===== src/rtl/fetch_pkg.sv =====
// Shared types and constants for the instruction-fetch PC controller.
package fetch_pkg;

    typedef enum logic [1:0] {
        IDLE,
        FETCH,
        WAIT,
        DROP
    } fetch_state_t;

    localparam logic [6:0] OPC_JAL    = 7'b1101111;
    localparam logic [6:0] OPC_BRANCH = 7'b1100011;
    localparam logic [6:0] OPC_JALR   = 7'b1100111;
    localparam logic [6:0] OPC_LOAD   = 7'b0000011;
    localparam logic [6:0] OPC_OPIMM  = 7'b0010011;
    localparam logic [6:0] OPC_STORE  = 7'b0100011;
    localparam logic [6:0] OPC_LUI    = 7'b0110111;
    localparam logic [6:0] OPC_AUIPC  = 7'b0010111;

    localparam logic [31:0] NOP_INSTR = 32'h0000_0013;

endpackage


===== src/rtl/early_stage_immediate_decoder.sv =====
// Extracts the sign-extended immediate of an RV32 instruction from its opcode format.
module early_stage_immediate_decoder
    import fetch_pkg::*;
#(
    parameter int unsigned size = 32
) (
    input  logic [size-1:0] instr_i,
    output logic [size-1:0] imm_o
);

    logic signed [31:0] imm32;

    // Select the immediate layout by instruction format; unknown formats yield zero.
    always_comb begin
        imm32 = '0;
        case (instr_i[6:0])
            OPC_OPIMM, OPC_LOAD, OPC_JALR:
                imm32 = {{20{instr_i[31]}}, instr_i[31:20]};
            OPC_STORE:
                imm32 = {{20{instr_i[31]}}, instr_i[31:25], instr_i[11:7]};
            OPC_BRANCH:
                imm32 = {{19{instr_i[31]}}, instr_i[31], instr_i[7], instr_i[30:25],
                         instr_i[11:8], 1'b0};
            OPC_LUI, OPC_AUIPC:
                imm32 = {instr_i[31:12], 12'b0};
            OPC_JAL:
                imm32 = {{11{instr_i[31]}}, instr_i[31], instr_i[19:12], instr_i[20],
                         instr_i[30:21], 1'b0};
            default:
                imm32 = '0;
        endcase
        imm_o = size'(imm32);
    end

endmodule


===== src/rtl/fetch_pc_controller.sv =====
// Fetch PC owner: issues one instruction-memory request at a time, statically
// predicts the next PC from the returned instruction and hands it to decode
// through a one-entry valid/ready register. Execute redirects flush the path.
module fetch_pc_controller
    import fetch_pkg::*;
#(
    parameter int unsigned     size     = 32,
    parameter logic [size-1:0] RESET_PC = '0
) (
    input  logic            clk,
    input  logic            reset,
    output logic            imem_req_o,
    output logic [size-1:0] imem_addr_o,
    input  logic            imem_gnt_i,
    input  logic            imem_rvalid_i,
    input  logic [size-1:0] imem_rdata_i,
    output logic            if_valid_o,
    input  logic            if_ready_i,
    output logic [size-1:0] if_instr_o,
    output logic [size-1:0] if_pc_o,
    output logic            if_pred_taken_o,
    output logic [size-1:0] if_pred_target_o,
    input  logic            redirect_i,
    input  logic [size-1:0] redirect_pc_i
);

    fetch_state_t    state_q;
    logic [size-1:0] pc_q;
    logic            valid_q;
    logic [size-1:0] instr_q;
    logic [size-1:0] out_pc_q;
    logic            taken_q;
    logic [size-1:0] target_q;

    logic [size-1:0] imm_w;
    logic [6:0]      opcode_w;
    logic            consume_w;
    logic            granted_w;
    logic            pred_taken_d;
    logic [size-1:0] pred_target_d;

    early_stage_immediate_decoder #(
        .size(size)
    ) u_imm_dec (
        .instr_i(imem_rdata_i),
        .imm_o  (imm_w)
    );

    assign opcode_w    = imem_rdata_i[6:0];
    assign consume_w   = valid_q & if_ready_i;
    // Request only when the output slot will have room for the response.
    assign imem_req_o  = (state_q == FETCH) & (~valid_q | if_ready_i);
    assign granted_w   = imem_req_o & imem_gnt_i;
    assign imem_addr_o = pc_q;

    assign if_valid_o       = valid_q;
    assign if_instr_o       = instr_q;
    assign if_pc_o          = out_pc_q;
    assign if_pred_taken_o  = taken_q;
    assign if_pred_target_o = target_q;

    // Static prediction: JAL and backward branches taken, everything else falls through.
    always_comb begin
        pred_taken_d  = (opcode_w == OPC_JAL) |
                        ((opcode_w == OPC_BRANCH) & imm_w[size-1]);
        pred_target_d = pred_taken_d ? (pc_q + imm_w) : (pc_q + size'(4));
    end

    // Fetch FSM, PC register and decode-facing output register.
    always_ff @(posedge clk or posedge reset) begin
        if (reset) begin
            state_q  <= IDLE;
            pc_q     <= RESET_PC;
            valid_q  <= 1'b0;
            instr_q  <= size'(NOP_INSTR);
            out_pc_q <= '0;
            taken_q  <= 1'b0;
            target_q <= '0;
        end else if (redirect_i) begin
            pc_q    <= redirect_pc_i;
            valid_q <= 1'b0;
            case (state_q)
                IDLE:    state_q <= FETCH;
                FETCH:   state_q <= granted_w ? DROP : FETCH;
                WAIT:    state_q <= imem_rvalid_i ? FETCH : DROP;
                // The outstanding response still has to be swallowed; a redirect
                // here only retargets the PC and does not restart the drain.
                DROP:    state_q <= imem_rvalid_i ? FETCH : DROP;
                default: state_q <= IDLE;
            endcase
        end else begin
            if (consume_w) begin
                valid_q <= 1'b0;
            end
            case (state_q)
                IDLE: state_q <= FETCH;
                FETCH: begin
                    if (granted_w) begin
                        state_q <= WAIT;
                    end
                end
                WAIT: begin
                    if (imem_rvalid_i) begin
                        valid_q  <= 1'b1;
                        instr_q  <= imem_rdata_i;
                        out_pc_q <= pc_q;
                        taken_q  <= pred_taken_d;
                        target_q <= pred_target_d;
                        pc_q     <= pred_target_d;
                        state_q  <= FETCH;
                    end
                end
                DROP: begin
                    if (imem_rvalid_i) begin
                        state_q <= FETCH;
                    end
                end
                default: state_q <= IDLE;
            endcase
        end
    end

endmodule

===== config.mk =====
export PLATFORM = sky130hd
export DESIGN_NAME = fetch_pc_controller
export DESIGN_NICKNAME = d
export VERILOG_FILES = /design/src/rtl/fetch_pkg.sv /design/src/rtl/early_stage_immediate_decoder.sv /design/src/rtl/fetch_pc_controller.sv
export SDC_FILE = /design/constraint.sdc
export NUM_CORES = 1
export LEC_CHECK = 0
export BUFFER_PORTS_ARGS = -buffer_cell sky130_fd_sc_hd__buf_2
export CAP_MARGIN = 20
export CELL_PAD_IN_SITES_DETAIL_PLACEMENT = 1
export CELL_PAD_IN_SITES_GLOBAL_PLACEMENT = 1
export CORE_ASPECT_RATIO = 1.1
export CORE_MARGIN = 1
export CORE_UTILIZATION = 44
export CTS_BUF_LIST = sky130_fd_sc_hd__clkbuf_4 sky130_fd_sc_hd__clkbuf_8
export CTS_CLUSTER_DIAMETER = 80
export DETAILED_ROUTE_END_ITERATION = 10
export GPL_TIMING_DRIVEN = 0
export PLACE_DENSITY_LB_ADDON = 0.1
export SLEW_MARGIN = 5
export SYNTH_ARGS = -nofsm -noshare
export SYNTH_HDL_FRONTEND = slang
export SYNTH_SLANG_ARGS = --single-unit
export TNS_END_PERCENT = 1

===== constraint.sdc =====
create_clock -name clk -period 8.6 [get_ports clk]
set_input_delay 1.72 -clock clk [delete_from_list [all_inputs] [get_ports clk]]
set_output_delay 1.72 -clock clk [all_outputs]
set_load 0.03 [all_outputs]

==> results.py <==
metrics = {
    "global_route": {
        "antenna_found_initial": 0,
        "grt_max_degree": 73,
        "grt_pass1_wl_um": 48090,
        "grt_pass1_vias": 8365,
        "globalRouteOverflowTotal": 0,
        "track_usage_pct": 33.12,
    },
    "synthesis": {
        "syn-cell-area_um2": 8287,
        "syn_inst": 999,
        "synth_edf_count": 0,
        "synth_area_leaders": "dfrtp_1 (39%), nand2_1 (13%), ha_1 (4.8%)",
        "synth_common_cells": "nand2_1 (285), dfrtp_1 (129), nor2_1 (81)",
        "yosysTopAreaCell": "dfrtp_1",
        "yosysMostFrequentCell": "nand2_1",
        "ys_ff_latch": 132,
        "synth_ff_type": "dfrtp_1",
        "ys_warn_count": 0,
        "syn_nets": 1102,
        "postSynthAreaPerCell_um2": 8.295,
        "synth_cell_types": 80,
        "synth_top_cell_area_share_pct": 38.96,
        "synth_seq_area_share_pct": 39.91,
        "synthArstFlopShare_pct": 100.0,
    },
    "power": {
        "irDropWorstVdd_v": 0.0001230,
        "power_density_nw_per_um2": 240.4,
        "p_leak_nw": 5.352,
        "power_mw": 2.409,
    },
    "finish": {
        "drive_gt1_share_pct": 23.21,
        "diodes": 0,
        "fillers": 2366,
        "area_growth_pct": 20.93,
        "nets": 1322,
        "fin_util_pct": 54.42,
    },
    "sta": {
        "relSlewSlack_pct": 23.91,
        "setup_viol": 0,
        "fin_crit_ps": 5918,
        "slew_violations": 0,
        "worst_slew_pin_slew_ps": 1137,
        "finalSetupTns_ps": 0,
        "fin_crit_sh_pct": 68.82,
        "skew_ps": 14.75,
        "timing.fmax_ghz": 0.1690,
        "worst_slack_ps": 2682,
        "rsz0062_at_grt": "false",
        "finalHoldViolations": 0,
    },
    "routing": {
        "vias": 8395,
        "avgViaCountPerCell": 5.692,
        "antenna_left": 0,
        "drt_iter0_markers": 545,
        "firstDrtPassIters": 5,
        "wire_per_inst_um": 21.44,
        "drc": 0,
        "drt-total-wl_um": 31620,
    },
    "floorplan": {
        "core_um2": 18410,
        "initial_core_util_pct": 45.01,
        "die_w_um": 132.9,
        "io_pins": 201,
        "die_area_um2": 19390,
        "die-height_um": 145.9,
        "row_count": 52,
    },
    "place": {
        "dp_hpwl_um": 24170,
        "finalWeightedCongestion": 0.9279,
        "port_buffers": 199,
        "pre_cts_ws_ps": 2285,
    },
    "clock_network": {
        "clk_pin_slew_ps": 90,
        "clock_sinks": 132,
        "clock_tree.root_cell": "clkbuf_8",
        "cts_setup_buffers": 0,
        "cts_buffers": 17,
        "cts_resized": 0,
        "htreeDepth": 4,
        "cts_tree": "done",
        "clock_path_buffers": 2,
        "ctsHoldBuffers": 0,
        "insertion_delay_ps": 480,
    },
    "critical_path": {
        "crit_arrival_ps": 6240,
        "crit_type": "input port to register",
        "cp-end-kind": "register",
        "startpoint_type": "input port",
        "crit_path_max_incr_delay_ps": 560,
        "path_cells": "buf_2 > nand3b_1 > nor4b_2 > buf_2 > nand2_1 > o21ai_0 > ha_1 > inv_1 > fa_1 > and2b_2 > o211ai_1 > a21o_1 > a2111oi_4 > o221a_4 > a211oi_1 > nor3_1 > o211ai_1",
        "required_ps": 8920,
        "slowest_stage": "nor3_1",
        "path_max_fanout": 10,
    },
    "min_path": {
        "holdCritPathClass": "register to register",
    },
    "job": {
        "drv_cap": 0,
    },
    "run_status": {
        "outcome": "completed",
    },
}
==> critical path: cells and delay by family <==
family | cells | cell delay (ps)
compound gates | 7 | 1820
simple gates | 5 | 1500
fa+ha+maj | 2 | 710
buf+inv | 3 | 470
==> cell usage in the layout (no fill, tap or decap), types with 24 or more instances in the layout <==
| cell type | count |
|---|---|
| dfrtp_1 | 129 |
| a21oi_1 | 45 |
| buf_2 | 204 |
| nor2_1 | 81 |
| xor2_1 | 24 |
| nand2_1 | 285 |
| ha_1 | 32 |
| o21ai_0 | 56 |
| a21o_1 | 35 |
| clkbuf_1 | 36 |
==> final timing paths <==
kind	from	cells past startpoint	slack (ps)	end
setup / recovery	imem_rdata_i[3]	17	2680	imem_addr_o[28]
hold / removal	if_instr_o[0]	2	460	if_instr_o[0]
setup reg to reg	imem_addr_o[0]	11	5060	imem_addr_o[28]
hold reg to reg	if_instr_o[0]	2	460	if_instr_o[0]
max in group asynchronous	reset	3	6500	if_pred_target_o[23]
min in group asynchronous	reset	2	1300	if_instr_o[11]
==> through the flow <==
step / instances / hold slack [ps] / instance area, µm²
global placement: 1441 / 447.7 / 9587
global route: 1475 / 471.7 / 10020
CTS: 1474 / 462.7 / 10010
finish: 1475 / 460.7 / 10020
detailed placement: 1442 / 448.6 / 9619
floorplan: 999 / 502.8 / 8287
==> state kept, by name, indices dropped and copies added (netlist names) <==
name / count
if_pc_o: 32
if_instr_o: 32
if_pred_target_o: 32
imem_addr_o: 32
state_q: 2
if_valid_o: 1
if_pred_taken_o: 1
==> cell type report <==
type | instances | area [µm²] | area share, %
buffer | 56 | 295.3 | 2.947
clock buffer | 18 | 241.5 | 2.410
clock inverter | 14 | 152.6 | 1.523
inverter | 8 | 35.03 | 0.3496
multi-input combinational | 803 | 4654 | 46.45
sequential | 132 | 3307 | 33.00
tap | 243 | 304.0 | 3.034
timing repair buffer | 201 | 1031 | 10.29
==> layer usage <==
layer,routed length (µm),track usage (%),up-vias,share of wire (%)
li1,-,-,3896,-
met1,14420,45.75,4140,46
met2,14510,52.15,308,46
met3,1797,4.563,51,5.7
met4,896,13.45,0,2.8
met5,0,0.5051,-,0
==> where the power goes <==
part / total [mW] / switching, mW / leakage (nW) / internal [mW]
Sequential: 0.932 / 0.131 / 1.68 / 0.802
Clock: 0.550 / 0.287 / 0.190 / 0.263
Combinational: 0.926 / 0.657 / 3.48 / 0.269
==> kinds of logic after synthesis <==
group	count (synthesis)	synth area share (%)
simple gates	482	25.94
flops	132	39.91
buf+inv	64	3.926
xor+xnor	45	4.756
mux	12	1.495
fa+ha+maj	33	5.073
compound gates	231	18.90
Note: power is estimated with default switching activity, not from simulation.
